==> config.mk <==
export PLATFORM = sky130hd
export DESIGN_NAME = pipeline_hazard_ctrl
export DESIGN_NICKNAME = d
export VERILOG_FILES = /design/src/rtl/pipeline_hazard_ctrl.sv
export SDC_FILE = /design/constraint.sdc
export NUM_CORES = 1
export LEC_CHECK = 0
export ABC_AREA = 1
export CAP_MARGIN = 5
export CORE_MARGIN = 3
export CORE_UTILIZATION = 45
export CTS_CLUSTER_DIAMETER = 120
export DETAILED_ROUTE_END_ITERATION = 7
export PLACE_DENSITY = 0.76
export RECOVER_POWER = 25
export SLEW_MARGIN = 20
export SYNTH_ARGS = -nofsm -noshare
export SYNTH_HDL_FRONTEND = slang
export SYNTH_SLANG_ARGS = --single-unit
==> constraint.sdc <==
create_clock -name clk -period 1.7 [get_ports clk]
set_input_delay 0.34 -clock clk [delete_from_list [all_inputs] [get_ports clk]]
set_output_delay 0.34 -clock clk [all_outputs]
set_load 0.01 [all_outputs]
==> src/rtl/pipeline_hazard_ctrl.sv <==
// Pipeline sequencing controller for the 5-stage core: load-use stalls, EX redirects,
// data-memory freezes with a halting timeout, and saturating stall/flush counters.
module pipeline_hazard_ctrl #(
  parameter int TIMEOUT = 16,
  parameter int CNT_W   = 16
) (
  input  logic             clk,
  input  logic             reset,
  input  logic [4:0]       id_rs1,
  input  logic [4:0]       id_rs2,
  input  logic             id_uses_rs1,
  input  logic             id_uses_rs2,
  input  logic [4:0]       ex_rd,
  input  logic             ex_mem_read,
  input  logic             ex_redirect,
  input  logic             dmem_req,
  input  logic             dmem_ready,
  output logic             pc_write,
  output logic             if_id_write,
  output logic             if_id_flush,
  output logic             id_ex_write,
  output logic             id_ex_flush,
  output logic             ex_mem_write,
  output logic             mem_wb_write,
  output logic             halted_o,
  output logic [1:0]       state_o,
  output logic [CNT_W-1:0] stall_cnt_o,
  output logic [CNT_W-1:0] flush_cnt_o
);

  localparam int WAIT_W = $clog2(TIMEOUT + 1);

  typedef enum logic [1:0] {
    RUN      = 2'd0,
    MEM_WAIT = 2'd1,
    HALT     = 2'd2
  } state_t;

  state_t            state;
  logic [WAIT_W-1:0] wait_cnt;
  logic [CNT_W-1:0]  stall_cnt;
  logic [CNT_W-1:0]  flush_cnt;

  logic mem_wait;
  logic load_use;
  logic is_halted;
  logic redirect_taken;

  assign mem_wait = dmem_req & ~dmem_ready;
  // x0 never carries a hazard, so ex_rd == 0 is excluded up front.
  assign load_use = ex_mem_read & (ex_rd != 5'd0) &
                    ((id_uses_rs1 & (id_rs1 == ex_rd)) |
                     (id_uses_rs2 & (id_rs2 == ex_rd)));
  // Reset forces RUN decode even if the state register still holds HALT.
  assign is_halted = (state == HALT) & ~reset;

  // NOTE: every output gets a default before the priority chain so no latch is inferred.
  always_comb begin
    pc_write       = 1'b1;
    if_id_write    = 1'b1;
    if_id_flush    = 1'b0;
    id_ex_write    = 1'b1;
    id_ex_flush    = 1'b0;
    ex_mem_write   = 1'b1;
    mem_wb_write   = 1'b1;
    redirect_taken = 1'b0;
    if (is_halted || mem_wait) begin
      pc_write     = 1'b0;
      if_id_write  = 1'b0;
      id_ex_write  = 1'b0;
      ex_mem_write = 1'b0;
      mem_wb_write = 1'b0;
    end else if (ex_redirect) begin
      // Redirect beats load-use: the stalled ID instruction is discarded anyway.
      if_id_flush    = 1'b1;
      id_ex_flush    = 1'b1;
      redirect_taken = 1'b1;
    end else if (load_use) begin
      pc_write    = 1'b0;
      if_id_write = 1'b0;
      id_ex_flush = 1'b1;
    end
  end

  // NOTE: sequential state uses non-blocking assignments so all registers update together.
  always_ff @(posedge clk) begin
    if (reset) begin
      state     <= RUN;
      wait_cnt  <= '0;
      stall_cnt <= '0;
      flush_cnt <= '0;
    end else begin
      case (state)
        RUN: begin
          if (mem_wait) begin
            state    <= MEM_WAIT;
            wait_cnt <= WAIT_W'(1);
          end
        end
        MEM_WAIT: begin
          if (!mem_wait) begin
            state    <= RUN;
            wait_cnt <= '0;
          end else if (wait_cnt == WAIT_W'(TIMEOUT - 1)) begin
            state <= HALT;
          end else begin
            wait_cnt <= wait_cnt + WAIT_W'(1);
          end
        end
        HALT:    state <= HALT;
        default: state <= RUN;
      endcase

      if (!pc_write && state != HALT && stall_cnt != '1)
        stall_cnt <= stall_cnt + CNT_W'(1);
      if (redirect_taken && flush_cnt != '1)
        flush_cnt <= flush_cnt + CNT_W'(1);
    end
  end

  assign halted_o    = is_halted;
  assign state_o     = state;
  assign stall_cnt_o = stall_cnt;
  assign flush_cnt_o = flush_cnt;

endmodule

==> flow_summary.rst, run 1 <==
.. list-table::
   :header-rows: 1

   * - Metric
     - Value
   * - Synth Area per Inst
     - 6.21 µm²
   * - Total length of routed met2 wires
     - 3500 µm
   * - Final WS setup
     - 0.0441 ns
   * - Fraction of registers with async set or reset after synthesis
     - 0%
   * - Routed WL
     - 6940 µm
   * - Standby leakage power
     - 1.72 nW
   * - Clock root cell
     - clkbuf_8
   * - Detailed-placement wirelength estimate
     - 5070 µm
   * - Synth-to-layout area growth
     - 40.5%
   * - Total negative slack for setup checks
     - 0 ns
   * - Portion of the clock cycle consumed by the worst path in the final layout
     - 97.4%
   * - Detailed router's first-iteration violation count
     - 157
   * - Final core utilization
     - 66.9%
   * - Synth Instances
     - 433
   * - Number of clock buffers inserted by TritonCTS
     - 5
   * - Number of enable-type register cells in the synthesized netlist
     - 0
   * - Total congestion overflow after global routing
     - 0
   * - Power density over the cells
     - 502 nW/µm²
   * - Kind of cell adding the most delay to the critical path
     - buffers and inverters
   * - Min-Delay Startpoint
     - dmem_ready
   * - Sequential area share after synthesis
     - 29.1%
   * - Std-Cell Rows
     - 27
   * - Max-capacitance violation count
     - 0
   * - Fraction of layout cells with a size suffix above 1
     - 24.1%
   * - Most frequent cells in the layout
     - nand2_1 (109), inv_1 (73), nor2_1 (45)
   * - Worst Hold Path Cells
     - 5
   * - Worst supply voltage drop on vdd
     - 0.000335 V
   * - Highest-delay cell along the critical path
     - clkdlybuf4s50_1
   * - Dominant register cell in the synthesized netlist
     - dfxtp_1
   * - Count of buffers inserted at the top-level ports
     - 64
   * - CORE AREA
     - 5640 µm²
   * - Final-stage net count
     - 552
   * - Synth Net Count
     - 460
   * - RSZ-0062 raised after global routing
     - true
   * - Vias
     - 2942
   * - Synthesized area
     - 2690 µm²
   * - Diode insertion count for antenna repair
     - 0
   * - Startpoint of the most critical register-to-register path
     - flush_cnt_o[0]$_SDFFE_PP0P_
   * - First-pass iteration count of the detailed router
     - 4
   * - Sort of element at the start of the critical path
     - flop
   * - Routed wire length on met3
     - 267 µm
   * - Critical Path AT
     - 1.32 ns
   * - Worst Hold Path EP
     - state_o[0]$_SDFFE_PP0P_
   * - Routed WL per cell
     - 11.6 µm
   * - Worst slack after detailed placement
     - -0.657 ns
   * - Post-synthesis sequential element count
     - 39
   * - Tmin final
     - 1.66 ns
   * - Number of cell instances on the worst register-to-register path
     - 11
   * - Start-to-end type of the worst setup path
     - reg2out
   * - Worst Skew
     - 0.00549 ns
   * - Overall global routing resource usage
     - 19.4%
   * - F_max
     - 604 MHz
   * - Crit path buf inv count
     - 2
   * - Largest net degree at the start of global routing
     - 32
   * - Global placement routability congestion
     - 0.849
   * - Global-route wire length before repair
     - 11600 µm
   * - Longest Clk Path Bufs
     - 2
   * - Die footprint
     - 6940 µm²
   * - Number of slew-limit violations in the final report
     - 0
   * - Via density
     - 4.92
   * - Antenna violations before repair
     - 0
   * - Effective utilization at floorplan
     - 47.6%
   * - DRC errors left
     - 0
   * - Routed length on met1
     - 3050 µm
   * - Antenna Violating Nets Remaining
     - 0
   * - Kind of end point of the critical path
     - output port
   * - Total of endpoints with negative setup slack in the final report
     - 0
   * - Clock transition time at the flip-flop clock pins of the worst setup and hold paths
     - 0.08 ns
   * - Cell-by-cell listing of the critical path
     - buf_4 > clkdlybuf4s50_1
   * - DR top layer
     - met4
   * - Die Span X
     - 83.3 µm
   * - Number of global-route vias before repair
     - 2729
   * - Leading cell type in the layout, fill and taps excluded
     - nand2_1
   * - Number of warnings issued by yosys
     - 0
   * - Status
     - finished clean
   * - Slew at the pin closest to its max-slew limit
     - 0.381 ns
   * - Final hold violation count
     - 0
   * - CTS H-tree depth
     - 2
   * - Number of sinks handled by clock tree synthesis
     - 39
   * - R2r endpoint
     - flush_cnt_o[5]$_SDFFE_PP0P_
   * - Clock latency at the later pin of the worst-skew pair
     - 0.29 ns
   * - Ports
     - 65
   * - Crit Path Max Fanout
     - 4
   * - Vertical extent of the die
     - 83.3 µm
   * - Clock tree from TritonCTS
     - done
   * - Reg2Reg Setup Slack
     - 0.08 ns
   * - Critical path required time
     - 1.36 ns
   * - Max-slew headroom
     - 74.0%
   * - CP peak stage delay
     - 0.52 ns
   * - Worst min-delay path category
     - in2reg
   * - Number of library cell types mapped by synthesis
     - 36
worst max-delay path by stage:
stage	cells after the start	start	end	slack, ns
after detailed placement	10	ex_rd[4]	id_ex_flush	-0.66
after global routing	7	state_o[0]$_SDFFE_PP0P_	pc_write	-0.03
final	2	stall_cnt_o[3]$_SDFFE_PP0P_	stall_cnt_o[3]	0.04
after floorplan	11	flush_cnt_o[1]$_SDFFE_PP0P_	flush_cnt_o[0]$_SDFFE_PP0P_	0.06
after global placement	10	ex_rd[3]	id_ex_flush	-0.62
after CTS	8	dmem_ready	pc_write	0.0002
synth_stat cells, drive strengths merged (3+ instances only):
library cell | count | area share, %
a21oi | 18 | 3.5
buf | 12 | 3.6
clkbuf | 3 | 0.42
dfxtp | 39 | 29
ha | 4 | 1.9
inv | 87 | 12
nand2 | 122 | 18
nand3 | 29 | 7.4
nand4 | 22 | 5.4
nor2 | 55 | 8.1
nor3 | 14 | 3.2
o21ai | 12 | 2.5
xnor2 | 3 | 0.98
xor2 | 6 | 2.0
registers in the layout, indices dropped and copies added, names as in the netlist:
register / cells
wait_cnt: 5
flush_cnt_o: 16
stall_cnt_o: 16
state_o: 2
worst reg2reg max path, cell delays in order (launching register included):
cell	delay [ns]
dfxtp_2	0.36
ha_4	0.14
inv_2	0.05
nor2_4	0.11
nand2_2	0.07
nor3_4	0.20
nand2_2	0.09
nand2_4	0.15
buf_4	0.13
nor2_1	0.04
o21ai_0	0.13
a21oi_1	0.05
routing by layer:
metal	vias to the layer above	GRT usage [%]
met5	-	0
met3	11	3.37
met1	1333	23.2
met4	0	5.65
met2	66	35.3
li1	1532	-
logic make-up (layout without fill, tap and decap cells):
group                    Yosys count  in the layout  synth area share (%)
adder cells (fa/ha/maj)            4              4                  1.86
AO/OA/AOI/OAI                     35             35                  7.45
flip-flops                        39             39                  29.1
XOR/XNOR                           9              9                  2.93
buffers and inverters            102            195                  16.2
AND/OR/NAND/NOR                  244            244                  42.5
final cells by class:
type / instances / area [µm²]
fillers: 492 / 1870
inverters: 87 / 332
clock buffers: 5 / 68.8
multi-input cells: 292 / 1590
repair buffers: 100 / 891
clock inverters: 3 / 15.0
flip-flops and latches: 39 / 793
well taps: 72 / 90.1
where the power goes:
group          leakage [nW]  switching [mW]  internal [mW]
clock                0.0477           0.336          0.281
combinational          1.35           0.174          0.162
sequential            0.320          0.0141          0.928
through the flow:
step	cell area [µm²]	power (mW)	instances	hold WS, ns
floorplan	2690	1.13	433	0.441
global placement	3560	1.28	585	0.447
detailed placement	3560	1.29	585	0.453
CTS	3650	1.89	596	0.472
global route	3770	2.01	598	0.474
finish	3770	1.90	598	0.463
what timing repair did:
| item | in CTS | in global routing |
|---|---|---|
| pin swaps | 13 | 20 |
| gates cloned | 0 | 1 |
| setup endpoints to repair | 26 | 43 |
| setup buffers | 3 | 1 |
| gates resized for setup | 57 | 62 |
| hold buffers | 0 | 0 |
| hold endpoints to repair | 0 | 0 |
(Power assumes the default switching activity.)
==> run 2: changes to the inputs <==
--- a/config.mk
+++ b/config.mk
@@ -9,8 +9,9 @@
 export CAP_MARGIN = 5
 export CORE_MARGIN = 3
 export CORE_UTILIZATION = 45
-export CTS_CLUSTER_DIAMETER = 120
+export CTS_CLUSTER_DIAMETER = 80
 export DETAILED_ROUTE_END_ITERATION = 7
+export MAX_ROUTING_LAYER = met4
 export PLACE_DENSITY = 0.76
 export RECOVER_POWER = 25
 export SLEW_MARGIN = 20
==> flow_summary.rst, run 2 (synthesis gave the netlist of run 1 again) <==
.. list-table::
   :header-rows: 1

   * - Metric
     - Value
   * - Status
     - finished clean (unchanged)
   * - Die footprint
     - 6940 µm² (unchanged)
   * - Portion of the clock cycle consumed by the worst path in the final layout
     - 97.3% (was 97.4%)
   * - Final-stage net count
     - 552 (unchanged)
   * - Vias
     - 2950 (was 2942)
   * - Tmin final
     - 1.65 ns (was 1.66 ns)
   * - Clock root cell
     - clkbuf_8 (unchanged)
   * - Kind of end point of the critical path
     - output port (unchanged)
   * - Power density over the cells
     - 501 nW/µm² (was 502 nW/µm²)
   * - Largest net degree at the start of global routing
     - 32 (unchanged)
   * - Max-capacitance violation count
     - 0 (unchanged)
   * - Diode insertion count for antenna repair
     - 0 (unchanged)
   * - Critical path required time
     - 1.36 ns (about the same)
   * - Max-slew headroom
     - 74.0% (unchanged)
   * - Effective utilization at floorplan
     - 47.6% (unchanged)
   * - Clock tree from TritonCTS
     - done (unchanged)
   * - Detailed router's first-iteration violation count
     - 158 (was 157)
   * - FILL cells
     - 492 (unchanged)
   * - First-pass iteration count of the detailed router
     - 4 (unchanged)
   * - Final instance count without filler cells
     - 598 (unchanged)
   * - Final hold violation count
     - 0 (unchanged)
   * - Most frequent cells in the layout
     - nand2_1 (109), inv_1 (73), nor2_1 (45) (unchanged)
   * - Worst slack after detailed placement
     - -0.657 ns (unchanged)
   * - CORE AREA
     - 5640 µm² (unchanged)
   * - Met1 capacity usage during global routing
     - 23.3% (was 23.2%)
   * - CTS H-tree depth
     - 2 (unchanged)
   * - Start-to-end type of the worst setup path
     - reg2out (unchanged)
   * - Ports
     - 65 (unchanged)
   * - DRC errors left
     - 0 (unchanged)
   * - Number of slew-limit violations in the final report
     - 0 (unchanged)
   * - Detailed-placement wirelength estimate
     - 5070 µm (unchanged)
   * - Clock transition time at the flip-flop clock pins of the worst setup and hold paths
     - 0.07 ns (was 0.08 ns)
   * - Routed WL
     - 6980 µm (was 6940 µm)
   * - Highest-delay cell along the critical path
     - clkdlybuf4s50_1 (unchanged)
   * - Worst min-delay path category
     - in2reg (unchanged)
   * - Standby leakage power
     - 1.72 nW (unchanged)
   * - Synth-to-layout area growth
     - 40.5% (unchanged)
   * - Total of endpoints with negative setup slack in the final report
     - 0 (unchanged)
   * - Antenna Violating Nets Remaining
     - 0 (unchanged)
   * - Global-route wire length before repair
     - 11600 µm (about the same)
   * - F_max
     - 605 MHz (was 604 MHz)
   * - Number of global-route vias before repair
     - 2732 (was 2729)
   * - Total congestion overflow after global routing
     - 0 (unchanged)
   * - Crit Path Max Fanout
     - 4 (unchanged)
   * - Via density
     - 4.93 (was 4.92)
   * - Slew at the pin closest to its max-slew limit
     - 0.381 ns (unchanged)
   * - Global placement routability congestion
     - 0.862 (was 0.849)
   * - Fraction of layout cells with a size suffix above 1
     - 24.1% (unchanged)
   * - Routed WL per cell
     - 11.7 µm (was 11.6 µm)
   * - Std-Cell Rows
     - 27 (unchanged)
   * - Worst Hold Path Cells
     - 5 (unchanged)
   * - Clock latency at the later pin of the worst-skew pair
     - 0.29 ns (about the same)
   * - Final-layout worst hold slack
     - 0.464 ns (was 0.463 ns)
   * - RSZ-0062 raised after global routing
     - true (unchanged)
   * - Antenna violations before repair
     - 0 (unchanged)
   * - Vertical extent of the die
     - 83.3 µm (unchanged)
   * - Count of buffers inserted at the top-level ports
     - 64 (unchanged)
   * - Worst Skew
     - 0.00514 ns (was 0.00549 ns)
   * - Leading cell type in the layout, fill and taps excluded
     - nand2_1 (unchanged)
   * - Number of sinks handled by clock tree synthesis
     - 39 (unchanged)
   * - Met2 track demand over resource in global routing
     - 35.3% (unchanged)
   * - Number of cell instances on the worst register-to-register path
     - 11 (unchanged)
   * - Final WS setup
     - 0.0460 ns (was 0.0441 ns)
   * - Fraction of met3 tracks used by global routing
     - 3.37% (unchanged)
   * - Cell-by-cell listing of the critical path
     - buf_4 > clkdlybuf4s50_1 (unchanged)
   * - Longest Clk Path Bufs
     - 2 (unchanged)
   * - Critical Path AT
     - 1.31 ns (was 1.32 ns)
   * - Most utilized layer in the global route result
     - met2 (unchanged)
   * - Die Span X
     - 83.3 µm (unchanged)
   * - Placed Cells incl. Taps
     - 585 (unchanged)
   * - CP peak stage delay
     - 0.52 ns (about the same)
   * - Worst supply voltage drop on vdd
     - 0.000335 V (about the same)
   * - Number of clock buffers inserted by TritonCTS
     - 5 (unchanged)
   * - Sort of element at the start of the critical path
     - flop (unchanged)
   * - Overall global routing resource usage
     - 20.0% (was 19.4%)
-- run 2: cell counts in the layout (fill, tap and decap cells not counted) --
Identical to the previous run, type by type.
-- run 2: worst paths after layout --
kind,start,endpoint,slack [ns]
worst min register to register,wait_cnt[3]$_SDFFE_PP0P_,wait_cnt[3]$_SDFFE_PP0P_,0.47
worst min-delay path,dmem_ready,state_o[0]$_SDFFE_PP0P_,0.46
worst max register to register,flush_cnt_o[0]$_SDFFE_PP0P_,flush_cnt_o[5]$_SDFFE_PP0P_,0.08
worst max-delay path,stall_cnt_o[3]$_SDFFE_PP0P_,stall_cnt_o[3],0.05
-- run 2: cell type report --
class / instances / area, µm² / share of cell area (%)
Clock buffer: 5 / 68.8 / 1.82
Inverter: 87 / 332 / 8.78
Clock inverter: 3 / 15.0 / 0.398
Multi-Input combinational cell: 292 / 1590 / 42.0
Tap cell: 72 / 90.1 / 2.39
Timing Repair Buffer: 100 / 891 / 23.6
Sequential cell: 39 / 793 / 21.0
-- run 2: report_power, final --
group	total, mW	leakage (nW)	internal [mW]	switching (mW)
sequential	0.943	0.320	0.928	0.0143
combinational	0.337	1.35	0.162	0.175
clock	0.611	0.0477	0.281	0.331
-- run 2: through the flow --
stage                     power [mW]  util [%]  setup TNS, ns  instance area [µm²]
after floorplan                 1.13         -              0                 2690
after global placement          1.28      63.0         -14.22                 3560
after detailed placement        1.29      63.0         -15.82                 3560
after CTS                       1.89      64.7              0                 3650
after global routing            2.01      66.9        -0.0643                 3770
final                           1.89      66.9              0                 3770
-- run 2: what timing repair did --
| item | in CTS | in global routing |
|---|---|---|
| gates cloned | 0 | 1 |
| hold buffers | 0 | 0 |
| setup buffers | 3 | 1 |
| pin swaps | 13 | 20 |
| resized for setup | 57 | 62 |
| setup endpoints to repair | 26 | 43 |
-- run 2: critical path: cells and delay by family, from the launching register on --
kind / cells / cell delay (ns)
buffers and inverters: 2 / 0.66
DFF: 1 / 0.36
-- run 2: routing by layer --
layer	vias to the layer above	share of wire, %	wire length [µm]
met2	77	50	3510
met4	0	1.8	124
met3	14	4.3	303
li1	1532	-	-
met5	-	0	0
met1	1327	44	3050
==> run 3: changes to the inputs <==
--- a/config.mk
+++ b/config.mk
@@ -9,7 +9,6 @@
 export CAP_MARGIN = 5
 export CORE_MARGIN = 3
 export CORE_UTILIZATION = 45
-export CTS_CLUSTER_DIAMETER = 80
 export DETAILED_ROUTE_END_ITERATION = 7
 export MAX_ROUTING_LAYER = met4
 export PLACE_DENSITY = 0.76
==> results of run 3 <==
Same layout as run 2: the final DEF is identical, and so are final timing and power.
